--- config.mk ---
export PLATFORM = sky130hd
export DESIGN_NAME = change_dispenser
export DESIGN_NICKNAME = d
export VERILOG_FILES = /design/src/rtl/change_dispenser_pkg.sv /design/src/rtl/change_dispenser_timer.sv /design/src/rtl/change_dispenser.sv
export SDC_FILE = /design/constraint.sdc
export NUM_CORES = 1
export LEC_CHECK = 0
export CORE_MARGIN = 2
export CORE_UTILIZATION = 47
export DETAILED_ROUTE_END_ITERATION = 6
export HOLD_SLACK_MARGIN = 0.1
export PLACE_DENSITY = 0.77
export REMOVE_ABC_BUFFERS = 1
export SETUP_SLACK_MARGIN = 0.02
export SYNTH_ARGS = -nofsm -noshare
export SYNTH_HDL_FRONTEND = slang
export SYNTH_HIERARCHICAL = 1
export SYNTH_SLANG_ARGS = --single-unit
export TNS_END_PERCENT = 20
--- constraint.sdc ---
create_clock -name clk -period 2.8 [get_ports clk]
set_clock_uncertainty 0.1 [all_clocks]
set_input_delay 0.42 -clock clk [delete_from_list [all_inputs] [get_ports clk]]
set_output_delay 0.42 -clock clk [all_outputs]
set_load 0.05 [all_outputs]
--- src/rtl/change_dispenser_pkg.sv ---
// Shared types and helpers for the change dispenser.
// Contents: the FSM state enum, the Return_change code constants and the code-to-coin-count lookup.
package change_dispenser_pkg;

    typedef enum logic [1:0] {
        ST_IDLE  = 2'd0,
        ST_REQ   = 2'd1,
        ST_GAP   = 2'd2,
        ST_FAULT = 2'd3
    } state_t;

    localparam logic [1:0] CHG_NONE = 2'b00;
    localparam logic [1:0] CHG_5    = 2'b01;
    localparam logic [1:0] CHG_10   = 2'b10;
    localparam logic [1:0] CHG_15   = 2'b11;

    // Number of 5rs coins owed for one Return_change code
    function automatic logic [1:0] coin_count(input logic [1:0] code);
        logic [1:0] n;
        case (code)
            CHG_5:   n = 2'd1;
            CHG_10:  n = 2'd2;
            CHG_15:  n = 2'd3;
            default: n = 2'd0;
        endcase
        return n;
    endfunction

endpackage

--- src/rtl/change_dispenser_timer.sv ---
// dispense_timer: loadable down-counter with a done flag.
// The counter stops at zero; done is high whenever the count is zero.
module dispense_timer #(
    parameter int unsigned WIDTH = 4
) (
    input  logic             clk,
    input  logic             reset,
    input  logic             load,
    input  logic [WIDTH-1:0] load_val,
    input  logic             dec,
    output logic             done
);

    logic [WIDTH-1:0] count;

    // Load has priority over decrement; decrement saturates at zero
    always_ff @(posedge clk or posedge reset) begin
        if (reset) begin
            count <= '0;
        end else if (load) begin
            count <= load_val;
        end else if (dec && !done) begin
            count <= count - WIDTH'(1);
        end
    end

    assign done = (count == '0);

endmodule

--- src/rtl/change_dispenser.sv ---
// change_dispenser: queues 5rs coins owed for change and hands them to the hopper
// one at a time, with an idle gap after each coin and a FAULT state for an empty hopper.
// Optional feature: define CHANGE_TIMEOUT_EN to send a REQ that waits TIMEOUT_CYCLES
// without coin_ack to FAULT. Without it REQ waits indefinitely.
module change_dispenser #(
    parameter int unsigned MAX_PENDING    = 7,
    parameter int unsigned GAP_CYCLES     = 2,
    parameter int unsigned TIMEOUT_CYCLES = 16
) (
    input  logic       clk,
    input  logic       reset,
    input  logic [1:0] Return_change,
    input  logic       coin_ack,
    input  logic       hopper_empty,
    input  logic       fault_clr,
    output logic       coin_req,
    output logic       busy,
    output logic [2:0] pending,
    output logic [7:0] coins_dispensed,
    output logic       overflow,
    output logic       fault
);

    import change_dispenser_pkg::*;

    // The timer counts to zero inclusive, so a window of N cycles loads N-1
    localparam int unsigned GAP_LOAD = (GAP_CYCLES > 0) ? GAP_CYCLES - 1 : 0;
`ifdef CHANGE_TIMEOUT_EN
    localparam int unsigned TO_LOAD  = (TIMEOUT_CYCLES > 0) ? TIMEOUT_CYCLES - 1 : 0;
    localparam int unsigned TMR_MAX  = (GAP_LOAD > TO_LOAD) ? GAP_LOAD : TO_LOAD;
`else
    localparam int unsigned TMR_MAX  = GAP_LOAD;
    // TIMEOUT_CYCLES stays on the interface so overrides remain legal; it drives no logic here
    if (TIMEOUT_CYCLES == 0) begin : g_timeout_unused
    end
`endif
    localparam int unsigned TMR_W    = (TMR_MAX > 0) ? $clog2(TMR_MAX + 1) : 1;

    state_t           state;
    state_t           state_nx;
    logic             ack_acc;
    logic [3:0]       pend_sum;
    logic             tmr_load;
    logic [TMR_W-1:0] tmr_val;
    logic             tmr_dec;
    logic             tmr_done;

    assign ack_acc = (state == ST_REQ) && coin_ack;

    // Owed-coin arithmetic: add and ack both apply in the same cycle
    always_comb begin
        pend_sum = {1'b0, pending} + {2'b00, coin_count(Return_change)} - {3'b000, ack_acc};
    end

    // Pending queue with saturation, sticky overflow and dispensed-coin counter
    always_ff @(posedge clk or posedge reset) begin
        if (reset) begin
            pending         <= '0;
            overflow        <= 1'b0;
            coins_dispensed <= '0;
        end else begin
            if (pend_sum > 4'(MAX_PENDING)) begin
                pending  <= 3'(MAX_PENDING);
                overflow <= 1'b1;
            end else begin
                pending  <= pend_sum[2:0];
            end
            if (ack_acc) begin
                coins_dispensed <= coins_dispensed + 8'd1;
            end
        end
    end

    // State register
    always_ff @(posedge clk or posedge reset) begin
        if (reset) begin
            state <= ST_IDLE;
        end else begin
            state <= state_nx;
        end
    end

    // Next-state and timer control; the one timer serves both GAP and ack timeout
    always_comb begin
        state_nx = state;
        tmr_load = 1'b0;
        tmr_val  = '0;
        tmr_dec  = 1'b0;
        case (state)
            ST_IDLE: begin
                if (pending != '0) begin
                    if (hopper_empty) begin
                        state_nx = ST_FAULT;
                    end else begin
                        state_nx = ST_REQ;
`ifdef CHANGE_TIMEOUT_EN
                        tmr_load = 1'b1;
                        tmr_val  = TMR_W'(TO_LOAD);
`endif
                    end
                end
            end
            ST_REQ: begin
                if (coin_ack) begin
                    if (GAP_CYCLES == 0) begin
                        state_nx = ST_IDLE;
                    end else begin
                        state_nx = ST_GAP;
                        tmr_load = 1'b1;
                        tmr_val  = TMR_W'(GAP_LOAD);
                    end
                end
`ifdef CHANGE_TIMEOUT_EN
                else if (tmr_done) begin
                    state_nx = ST_FAULT;
                end else begin
                    tmr_dec = 1'b1;
                end
`endif
            end
            ST_GAP: begin
                if (tmr_done) begin
                    state_nx = ST_IDLE;
                end else begin
                    tmr_dec = 1'b1;
                end
            end
            ST_FAULT: begin
                if (fault_clr && !hopper_empty) begin
                    state_nx = ST_IDLE;
                end
            end
            default: begin
                state_nx = ST_IDLE;
            end
        endcase
    end

    dispense_timer #(
        .WIDTH(TMR_W)
    ) u_timer (
        .clk      (clk),
        .reset    (reset),
        .load     (tmr_load),
        .load_val (tmr_val),
        .dec      (tmr_dec),
        .done     (tmr_done)
    );

    assign coin_req = (state == ST_REQ);
    assign fault    = (state == ST_FAULT);
    assign busy     = (state != ST_IDLE) || (pending != '0);

endmodule

==> results.sh <==
export IMPL_cp_slowest_cell="clkdlybuf4s50_1"
export IMPL_cts_tree="done"
export IMPL_core_area_um2=1745
export IMPL_crit_arrival_ps=1810
export IMPL_ys_ff_latch=15
export IMPL_max_vdd_ir_drop_mv=0.6481
export IMPL_synth_area_um2=882.1
export IMPL_cp_start_kind="flip-flop"
export IMPL_die_w_um=47.32
export IMPL_dr_pass1_iters=4
export IMPL_path_cells="nor3_1, nand2_1, clkdlybuf4s50_1"
export IMPL_synth_edf_count=0
export IMPL_synth_commonest_cells="dfrtp_1, inv_1, nor2_1"
export IMPL_ys_flop_type="dfrtp_1"
export IMPL_path_clk_slew_ps=80
export IMPL_cts_htree_levels=1
export IMPL_gp_congestion=0.7252
export IMPL_cts_sinks=15
export IMPL_io_pins=22
export IMPL_rows=15
export IMPL_track_usage_pct=19.97
export IMPL_required_ps=2280
export IMPL_syn_inst=86
export IMPL_power_mw=1.318
export IMPL_worst_pin_slew_ps=565.1
export IMPL_post_cts_buffers=0
export IMPL_ctsHoldBuffers=0
export IMPL_start_util_pct=50.54
export IMPL_syn_to_final_growth_pct=28.23
export IMPL_cts_buffers=3
export IMPL_setup_viol=0
export IMPL_reg2reg_slack_ps=620
export IMPL_whs_ps=190.9
export IMPL_dieArea_um2=2239
export IMPL_max_slew_margin_pct=62.29
export IMPL_wl_per_cell_um=13.89
export IMPL_slowest_delay_ps=820
export IMPL_fmax_mhz=428.9
export IMPL_min_path_type="in -> async"
export IMPL_power_leakage_nw=0.5268
export IMPL_seq_area_frac_synth_pct=42.55
export IMPL_synth_top_area_share_pct=42.55
export IMPL_yosysWarnings=6
export IMPL_synthTopCellsByArea="dfrtp_1, ha_1, mux2i_1"
export IMPL_portBuffers=21
export IMPL_ant_nets=0
export IMPL_drive_gt1_share_pct=10.09
export IMPL_period_needed_ps=2332
export IMPL_setup_tns_ps=0
export IMPL_timing_final_hold_violations=0
export IMPL_viasPerCell=4.963
export IMPL_grt_max_degree=15
export IMPL_drt_iter0_markers=5
export IMPL_yosysTopAreaCell="dfrtp_1"
export IMPL_critPathCaptureType="output port"
export IMPL_cts_root_buf="clkbuf_4"
export IMPL_syn_area_per_cell_um2=10.26
export IMPL_grt_pass1_vias=664
export IMPL_rsz0062_at_grt="false"
export IMPL_clk_latency_ps=300
export IMPL_drc_errors=0
export IMPL_die_y_um=47.32
export IMPL_async_reset_ff_share_pct=100.0
export IMPL_outcome="complete, no violations"
export IMPL_cap_violations=0
export IMPL_antenna_found_initial=0
export IMPL_yosysMostFrequentCell="dfrtp_1"
export IMPL_antenna_cells=0
export IMPL_place_hpwl_um=1418
export IMPL_pwr_density_cell_nw_per_um2=1165
export IMPL_nets=124
export IMPL_grt_pass1_wl_um=3042
export IMPL_clockBufferDepth=2
export IMPL_grt_remaining_overflow=0
export IMPL_finalCritPeriodShare_pct=83.27
export IMPL_crit_path_max_fanout=9
export IMPL_cts_resized=0
export IMPL_slew_violations=0
export IMPL_num_vias=665
export IMPL_finalWirelength_um=1861
export IMPL_synth_cell_types=29
export IMPL_crit_type="reg -> out"
[placed cells by master, fill, tap and decap left out]
master           count
clkdlybuf4s50_1     21
dfrtp_1             15
inv_1               11
nor2_1               9
ha_1                 6
nand4_1              5
xnor2_1              5
nand2_1              5
mux2i_1              5
xor2_1               3
clkbuf_4             3
a21oi_1              2
and3b_1              1
and3_1               1
nor3_1               1
nand2b_1             1
nor2b_1              1
a22o_2               1
a21o_1               1
a21oi_2              1
nand3_1              1
nor4_1               1
and2b_2              1
nor3b_1              1
o2bb2ai_1            1
mux2_4               1
fa_1                 1
clkinvlp_4           1
buf_4                1
inv_2                1
o31ai_2              1
[registers in the layout, indices dropped and copies added, names as in the netlist]
register,cells
coins_dispensed,8
u_timer/count,1
state,2
pending,3
overflow,1
[through the flow]
step	instance area (um2)	worst slack [ps]	utilization, %	std cells
finish	1131	468.4	64.80	134
global route	1131	365.1	64.80	134
CTS	1131	456.1	64.80	134
detailed placement	1101	229.9	63.08	130
global placement	1101	293.1	63.08	130
floorplan	852.1	616.8	-	83
[area by class of cell]
class	instances	area, um2
Clock buffer	3	22.52
Clock inverter	1	7.507
Fill cell	166	614.3
Inverter	12	45.04
Multi-Input combinational cell	56	431.7
Sequential cell	15	375.4
Tap cell	25	31.28
Timing Repair Buffer	22	217.7
[report_power, final]
part	internal [mW]	switching, mW
registers	0.288	0.117
clock network	0.0544	0.0751
logic	0.316	0.468
total	0.659	0.660
[cells by family after synthesis]
group	count (synthesis)	share of synthesized area [%]
flip-flops	15	42.55
adder cells (fa/ha/maj)	7	10.78
buffers and inverters	15	8.510
AND/OR/NAND/NOR	28	16.31
multiplexers	6	7.376
XOR/XNOR	8	7.944
AO/OA/AOI/OAI	7	6.525
[critical path, delay by kind of cell, from the launching register on]
kind          cells  cell delay, ps
buf+inv           1             820
flops             1             490
simple gates      2             210
[final timing paths]
check,depth (start not counted),start,to
max,3,state[1]$_DFFE_PP0P_,busy
min,2,reset,u_timer/count$_DFFE_PP0P_
max reg2reg,8,state[1]$_DFFE_PP0P_,pending[2]$_DFF_PP0_
min reg2reg,1,coins_dispensed[7]$_DFFE_PP0P_,coins_dispensed[7]$_DFFE_PP0P_
max in group asynchronous,2,reset,state[0]$_DFFE_PP0P_
min in group clk,1,coins_dispensed[7]$_DFFE_PP0P_,coins_dispensed[7]$_DFFE_PP0P_
[metal layers]
layer	vias up	GRT usage, %	routed length, um
met5	-	0	0
met4	0	6.667	0
met3	0	5.000	85
met2	19	33.78	962
met1	312	24.70	813
li1	334	-	-
Power figures use the tool's default switching activity.
